## src/rtl/fma_round_pkg.sv

```systemverilog
// Shared types and helpers for the fma rounding pipeline.
// Flags are packed as {of, uf, nx}, matching the out_flags port layout.
package fma_round_pkg;

   typedef enum logic [1:0] {
      RZ  = 2'b00,
      RNE = 2'b01,
      RN  = 2'b10,
      RP  = 2'b11
   } rm_t;

   typedef struct packed {
      logic of;
      logic uf;
      logic nx;
   } round_flags_t;

   // Largest finite magnitude {exp, frac}, without the sign bit
   function automatic logic [63:0] max_finite(int unsigned ne, int unsigned nf);
      logic [63:0] e;
      e = (64'd1 << ne) - 64'd2;
      return (e << nf) | ((64'd1 << nf) - 64'd1);
   endfunction

endpackage

```

## src/rtl/fma_round_decide.sv

```systemverilog
// Round-up / inexact decision for one rounding mode.
// Inputs are the kept LSB, the guard bit and the OR of all lower bits.
module fma_round_decide
   import fma_round_pkg::*;
(
   input  rm_t  rm,
   input  logic sign,
   input  logic lsb,
   input  logic guard,
   input  logic trail,
   output logic inc,
   output logic inexact
);

   always_comb begin
      inexact = guard | trail;
      inc     = 1'b0;
      unique case (rm)
         RZ:      inc = 1'b0;
         RNE:     inc = guard & (lsb | trail);
         RN:      inc = sign & (guard | trail);
         RP:      inc = ~sign & (guard | trail);
         default: inc = 1'b0;
      endcase
   end

endmodule

```

## src/rtl/fma_round_pipe.sv

```systemverilog
// Two-stage IEEE-754 rounder: stage 1 denormalises and decides the increment,
// stage 2 adds, handles carry/overflow and packs the result with flags.
module fma_round_pipe
   import fma_round_pkg::*;
#(
   parameter int unsigned NE = 5,
   parameter int unsigned NF = 10
) (
   input  logic             clk,
   input  logic             reset,
   input  logic             in_valid,
   output logic             in_ready,
   input  logic             in_sign,
   input  logic [NE+1:0]    in_exp,
   input  logic [NF+2:0]    in_sig,
   input  logic             in_sticky,
   input  logic [1:0]       in_rm,
   input  logic             in_special,
   input  logic [NE+NF:0]   in_special_val,
   output logic             out_valid,
   input  logic             out_ready,
   output logic [NE+NF:0]   out_result,
   output logic [2:0]       out_flags
);

   localparam int unsigned SW  = NF + 3;
   localparam int unsigned SHW = $clog2(NF + 4);
   localparam logic [63:0] MAX_FIN = max_finite(NE, NF);

   // ---------------- stage 1: denormalise + decide ----------------
   logic signed [NE+1:0] expS;
   logic                 tinyD;
   int                   shInt;
   logic [SHW-1:0]       shamt;
   logic [2*SW-1:0]      shifted;
   logic [SW-1:0]        sigD;
   logic                 stickyD;
   logic [NE+1:0]        expD;
   logic                 incD;
   logic                 inexactD;

   assign expS = $signed(in_exp);

   always_comb begin
      tinyD = expS[NE+1] | (expS == '0);
      shInt = 1 - int'(expS);
      if (shInt > int'(SW)) shInt = int'(SW);
      shamt = tinyD ? shInt[SHW-1:0] : '0;
      // Low half collects everything shifted past R so it can fold into sticky
      shifted = {in_sig, {SW{1'b0}}} >> shamt;
      sigD    = shifted[2*SW-1:SW];
      stickyD = in_sticky | (|shifted[SW-1:0]);
      expD    = tinyD ? '0 : in_exp;
   end

   fma_round_decide uDecide (
      .rm      (rm_t'(in_rm)),
      .sign    (in_sign),
      .lsb     (sigD[2]),
      .guard   (sigD[1]),
      .trail   (sigD[0] | stickyD),
      .inc     (incD),
      .inexact (inexactD)
   );

   logic          s1Valid;
   logic          s1Sign;
   logic [NE+1:0] s1Exp;
   logic [NF:0]   s1Sig;
   logic          s1Inc;
   logic          s1Inexact;
   logic          s1Tiny;
   rm_t           s1Rm;
   logic          s1Special;
   logic [NE+NF:0] s1SpecialVal;

   logic s2Valid;
   logic s1Adv;

   assign s1Adv    = ~s2Valid | out_ready;
   assign in_ready = ~s1Valid | s1Adv;

   always_ff @(posedge clk) begin
      if (in_valid & in_ready) begin
         s1Sign       <= in_sign;
         s1Exp        <= expD;
         s1Sig        <= sigD[NF+2:2];
         s1Inc        <= incD;
         s1Inexact    <= inexactD;
         s1Tiny       <= tinyD;
         s1Rm         <= rm_t'(in_rm);
         s1Special    <= in_special;
         s1SpecialVal <= in_special_val;
      end
   end

   // ---------------- stage 2: increment + pack ----------------
   logic [NF+1:0]        sum;
   logic signed [NE+1:0] expF;
   logic [NF-1:0]        frac;
   logic                 ovf;
   logic                 toInf;
   logic [NE+NF:0]       resD;
   round_flags_t         flagsD;

   always_comb begin
      sum = {1'b0, s1Sig} + (NF+2)'(s1Inc);
      // A subnormal that rounds into the hidden bit becomes the minimum normal
      if (s1Tiny) expF = (NE+2)'(sum[NF]);
      else        expF = s1Exp + (NE+2)'(sum[NF+1]);
      frac  = sum[NF+1] ? '0 : sum[NF-1:0];
      ovf   = ~expF[NE+1] & (expF[NE:0] >= (NE+1)'((1 << NE) - 1));
      toInf = (s1Rm == RNE) | ((s1Rm == RP) & ~s1Sign) | ((s1Rm == RN) & s1Sign);

      if (s1Special)  resD = s1SpecialVal;
      else if (ovf)   resD = toInf ? {s1Sign, {NE{1'b1}}, {NF{1'b0}}}
                                   : {s1Sign, MAX_FIN[NE+NF-1:0]};
      else            resD = {s1Sign, expF[NE-1:0], frac};

      flagsD = '0;
      if (!s1Special) begin
         flagsD.of = ovf;
         flagsD.uf = s1Tiny & s1Inexact;
         flagsD.nx = s1Inexact | ovf;
      end
   end

   logic [NE+NF:0] resQ;
   round_flags_t   flagsQ;

   always_ff @(posedge clk) begin
      if (reset) begin
         s1Valid <= 1'b0;
         s2Valid <= 1'b0;
         resQ    <= '0;
         flagsQ  <= '0;
      end else begin
         if (in_ready) s1Valid <= in_valid;
         if (s1Adv) begin
            s2Valid <= s1Valid;
            if (s1Valid) begin
               resQ   <= resD;
               flagsQ <= flagsD;
            end
         end
      end
   end

   assign out_valid  = s2Valid;
   assign out_result = resQ;
   assign out_flags  = flagsQ;

endmodule
```

## config.mk

```make
export PLATFORM = sky130hd
export DESIGN_NAME = fma_round_pipe
export DESIGN_NICKNAME = d
export VERILOG_FILES = /design/src/rtl/fma_round_pkg.sv /design/src/rtl/fma_round_decide.sv /design/src/rtl/fma_round_pipe.sv
export SDC_FILE = /design/constraint.sdc
export NUM_CORES = 1
export LEC_CHECK = 0
export CORE_ASPECT_RATIO = 1.1
export CORE_MARGIN = 2
export CORE_UTILIZATION = 55
export DETAILED_ROUTE_END_ITERATION = 7
export GPL_TIMING_DRIVEN = 0
export PLACE_DENSITY = 0.89
export SLEW_MARGIN = 5
export SYNTH_ARGS = -nofsm -noshare
export SYNTH_HDL_FRONTEND = slang
export SYNTH_SLANG_ARGS = --single-unit
```

## constraint.sdc

```tcl
create_clock -name clk -period 6.6 [get_ports clk]
set_input_delay 0.99 -clock clk [delete_from_list [all_inputs] [get_ports clk]]
set_output_delay 0.99 -clock clk [all_outputs]
set_load 0.01 [all_outputs]
```

======== Word level (Yosys, flattened, before mapping) ========
Cells that the tools add are included.
operators by class
  add/subtract/negate cells ............... 3
  $mul .................................... 0
  div/mod/pow operators ................... 0
  $lt $le $gt $ge ......................... 2
  eq/ne operators ......................... 6
  shift operators ......................... 1
  muxes and demuxes ....................... 9
  bitwise operators ....................... 23
  reduce and logical (&&, ||, !) cells .... 4
operator list
  operator                                                                         number
  26-bit by 4-bit >> shifter with 26-bit output                                    1
  16-bit two-way mux                                                               1
  15-bit two-way mux                                                               1
  13-bit OR reduction                                                              1
  11-bit by 1-bit adder with 12-bit output                                         1
  11-bit two-way mux                                                               1
  10-bit two-way mux                                                               1
  1-bit OR                                                                         10
  1-bit bitwise AND                                                                8
  2-bit equality test, second input constant                                       4
  8-bit by 5-bit greater-than comparator with 1-bit output, second input constant  1
  4-bit two-way mux                                                                2
  2-bit by 7-bit subtractor with 8-bit output, first input constant                1
  7-bit by 1-bit adder with 7-bit output                                           1
  7-bit zero test                                                                  1
  7-bit two-way mux                                                                1
  6-bit by 5-bit >= comparator with 1-bit output, second input constant            1
  1-bit inverter                                                                   5
  2-bit by 1-bit equality test with 1-bit output, second input constant            2
  1-bit one-hot mux with 4 select lines                                            1
  3-bit two-way mux                                                                1
  2-bit zero test                                                                  1
  2-bit AND reduction                                                              1
word-level totals
  register bits after elaboration ......... 62
  latch bits .............................. 0
  RAM bits ................................ 0
  ROM bits ................................ 0
  bits of input ports ..................... 45
  word-level logic and storage cells ...... 63
  memories ................................ 0

======== Logic depth before layout (Yosys ltp) ========
  word-level depth ........................ 11
  gate-level depth with buffers ........... 17
  mapped depth without buffers ............ 16

======== Hierarchy ========
A second synthesis with hierarchy kept.
second synthesis, totals
  cell total of the unflattened synthesis .. 348
  area, all modules ....................... 3404.5 sq um
modules (own cells, without submodules)
  module            instances  cells an instance  area an instance (sq um)  seq. area each (sq um)
  fma_round_pipe    1          342                3365.7                    1651.6
  fma_round_decide  1          6                  38.8                      0.0

======== Worst setup path before layout ========
No wires, ideal clock.
  path kind ............................... input -> register
  from .................................... input port in_exp[1]
  to ...................................... register s1Inc, data pin
  arrival ................................. 3.105 ns
  required time ........................... 6.344 ns
  slack ................................... 3.240 ns
  stages .................................. 11
  cells stage by stage .................... inv_1 > ha_1 > xor2_1 > o21ai_1 > o21a_4 > mux2i_1 > o211a_1 > o22ai_1 > o31ai_2 > a21oi_1 > o211a_1
on the way
  word-level cells in the longest chain between the ends .. 11
  elaborated cells between the ends (all ways) .. 16
RTL lines
  item                                                      RTL line                                                                text
  start: declaration                                        fma_round_pipe.sv:14                                                    input logic [NE+1:0] in_exp,
  2-bit by 7-bit subtractor with 8-bit output               fma_round_pipe.sv:46                                                    shInt = 1 - int'(expS);
  8-bit by 5-bit greater-than comparator with 1-bit output  fma_round_pipe.sv:47                                                    if (shInt > int'(SW)) shInt = int'(SW);
  4-bit two-way mux                                         fma_round_pipe.sv:47
  4-bit two-way mux (*)                                     fma_round_pipe.sv:48                                                    shamt = tinyD ? shInt[SHW-1:0] : '0;
  26-bit by 4-bit >> shifter with 26-bit output (*)         fma_round_pipe.sv:50                                                    shifted = {in_sig, {SW{1'b0}}} >> shamt;
  13-bit OR reduction                                       fma_round_pipe.sv:52                                                    stickyD = in_sticky | (|shifted[SW-1:0]);
  1-bit OR                                                  fma_round_pipe.sv:52
  1-bit OR                                                  fma_round_pipe.sv:61                                                    .trail (sigD[0] | stickyD),
  1-bit OR (on tied branches)                               fma_round_decide.sv:21, fma_round_decide.sv:22, fma_round_decide.sv:20
  1-bit bitwise AND (on tied branches)                      fma_round_decide.sv:22, fma_round_decide.sv:20, fma_round_decide.sv:21
  1-bit one-hot mux with 4 select lines (*)                 fma_round_decide.sv:18                                                  unique case (rm)
  end signal: assignment                                    fma_round_pipe.sv:88                                                    s1Inc <= incD;
  end: declaration                                          fma_round_pipe.sv:70                                                    logic s1Inc;
Every way passes the cells marked *; elsewhere a longest branch is shown, timed or not.
A chain may end at the register's enable or synchronous reset.

======== Worst setup path in the final report ========
Same ends and word-level chain as after synthesis.

==> results.yml <==
run_status:
  status: "finished clean"
synthesis:
  synth_area_leaders: "edfxtp_1 (35%), dfxtp_1 (12%), mux2i_1 (6.0%)"
  ys_warn_count: 0
  syn_nets: 401
  synthCells: 351
  ys_seq_area_share_pct: 46.98
  synth_cell_types: 65
  avgSynthCellArea_sq_um: 10.02
  synth_top_area_cell: "edfxtp_1"
  netlist.area_leader.share_pct: 35.02
  synth_edf_count: 41
  synth_area_sq_mm: 0.003516
  ys_ff_latch: 62
  ys.flop_type: "edfxtp_1"
  synth.most_common_cell: "nor2_1"
  synth_commonest_cells: "nor2_1 (42), edfxtp_1 (41), nand2_1 (30)"
  synthArstFlopShare_pct: 0
global_route:
  grtUsageTotal_pct: 24.79
  grt_pass1_wl_microns: 13400
  grt_antenna_before_repair: 0
  grt_overflow: 0
  grt_max_degree: 42
  grt_pass1_vias: 2880
timing:
  finalSetupViolations: 0
  clock_skew_ns: 0.006945
  drv_slew: 0
  worstMarginPinSlew_ns: 0.9160
  clock.fmax_mhz: 244.0
  relSlewSlack_pct: 38.93
  period_share_pct: 62.10
  rsz0062_at_grt: "false"
  fin_crit_ns: 4.099
  final_hold_viol_count: 0
  fin_setup_tns_ns: 0
cts:
  clock_sinks: 62
  clkSlewWorstSetupHoldPaths_ns: 0.07
  cts_tree: "built"
  cts_resized: 0
  cts_max_path_buffers: 2
  htree_levels: 3
  ctsRootBufferMaster: "clkbuf_8"
  clock_latency_ns: 0.34
  post_cts_buffers: 0
  cts_made_buffers: 9
  ctsHoldBuffers: 0
route:
  wirelength_microns: 8219
  drtIter0Drc: 173
  via_per_inst: 5.949
  drt_first_pass_iters: 5
  wl_per_cell_microns: 16.08
  vias: 3040
  postRouteAntennaNets: 0
  drc: 0
layout:
  antenna_cells: 0
  multiInputGateArea_sq_mm: 0.001713
  syn2layout_area_growth_pct: 27.08
  regArea_sq_mm: 0.001652
  drive_gt1_share_pct: 9.281
  fill_cells: 438
  nets: 476
  final_util_pct: 72.14
worst_setup_path:
  max_stage_delay_ns: 0.62
  cp_cell_sequence: "clkdlybuf4s50_1, inv_1, ha_1, xor2_1, o21ai_1, o21a_4, mux2i_1, o211a_1, o22ai_1, o31ai_2, a21oi_1, o211a_1"
  worstSetupPathType: "in -> reg"
  cp-end-kind: "flip-flop"
  slowest_stage: "clkdlybuf4s50_1"
  arrival_ns: 4.19
  crit_top_cell: "o211a_1"
  crit_path_max_fanout: 7
  cp-start-kind: "primary input"
  crit_required_ns: 6.69
min_path:
  hold_path.class: "reg -> reg"
power:
  intPower_uw: 735.5
  seq_power_share_pct: 46.6
  p_per_area_mw_per_mm2: 219.8
  clkPwrFrac_pct: 35.0
  switching_power_uw: 246.7
  power_frac_comb_pct: 18.4
  swShare_pct: 25.12
  ir_drop_mv: 0.1395
  p_leak_uw: 0.001614
placement:
  io_buffer_count: 64
  dp_hpwl_microns: 6155
  gp_congestion: 0.8899
flow_run:
  maxCapViolations: 0
die:
  die_h_microns: 87.86
  row_count: 30
  io_pins: 66
  core_area_sq_mm: 0.006193
  initial_utilization_pct: 56.77
  die_width_microns: 80.23
  dieArea_sq_mm: 0.007049
==> kinds of logic (layout without fill, tap and decap cells) <==
group / count (synthesis) / in the layout / synth area share, %
and+or+nand+nor: 115 / 115 / 15.55
AOI/OAI and AO/OA: 97 / 97 / 20.46
DFF: 62 / 62 / 46.97
buffers and inverters: 31 / 111 / 4.342
muxes: 22 / 22 / 6.299
xor gates and xnor gates: 18 / 18 / 4.484
adders and majority gates: 5 / 5 / 1.779
other: 1 / 1 / 0.1067
==> critical path, delay by kind of cell <==
kind	cells	cell delay (ns)
AOI/OAI and AO/OA	7	1.55
muxes	1	0.44
xor gates and xnor gates	1	0.19
adders and majority gates	1	0.29
buffers and inverters	2	0.72
==> power groups by stage <==
stage | sequential, uW | combinational, uW | clock (uW)
final | 458 | 181 | 344
after global placement | 464 | 174 | 0
after detailed placement | 466 | 178 | 0
after floorplan | 465 | 106 | 0
after CTS | 458 | 180 | 345
after global routing | 460 | 199 | 365
==> layer usage <==
layer / global-route usage, % / share of wire, % / vias to the layer above
met4: 8.475 / 1.9 / 0
met2: 45.30 / 52 / 153
met1: 28.73 / 40 / 1426
met5: 0 / 0 / -
met3: 5.258 / 6.5 / 15
li1: - / - / 1446
==> path summary, 6_finish.rpt <==
check | startpoint | to | slack, ns | cells after the start
max | in_exp[1] | s1Inc | 2.50 | 12
min | out_result[6] | out_result[6] | 0.46 | 2
max reg2reg | s1Inc | out_result[2] | 2.91 | 16
min reg2reg | out_result[6] | out_result[6] | 0.46 | 2
==> final cells by class <==
class,instances,area share [%]
inverter,11,0.9241
sequential,62,36.96
tap,80,2.240
clock buffer,13,3.808
clock inverter,3,0.8961
timing repair buffer,64,14.34
buffer,20,2.492
multi-input combinational,258,38.34
==> placed cells by master, fill, tap and decap left out, drive strengths merged, types with 11 or more instances in the layout <==
cell,Yosys,routed
o211ai,13,13
dfxtp,21,21
xnor2,12,12
nor2,42,42
clkbuf,14,27
clkdlybuf4s50,0,64
a21oi,29,29
mux2i,21,21
nand2,30,30
edfxtp,41,41
o21ai,11,11
==> state kept, by name, indices dropped and copies added (netlist names) <==
name          flops
s1Rm              2
out_flags         3
s1Sign            1
s1Inc             1
s1Valid           1
s1SpecialVal     16
s1Exp             7
s1Sig            11
s1Inexact         1
s1Special         1
s1Tiny            1
out_valid         1
out_result       16
==> stage by stage <==
step | instance area (sq um) | hold slack (ns) | setup slack (ns) | power, uW | cells
detailed placement | 4258 | 0.4474 | 2.198 | 643.3 | 495
floorplan | 3516 | 0.4762 | 3.240 | 570.9 | 351
CTS | 4468 | 0.4664 | 2.542 | 982.7 | 511
global placement | 4257 | 0.4424 | 2.233 | 638.0 | 495
global route | 4468 | 0.4789 | 2.275 | 1023 | 511
finish | 4468 | 0.4649 | 2.501 | 982.2 | 511
Note: power is estimated with default switching activity, not from simulation.
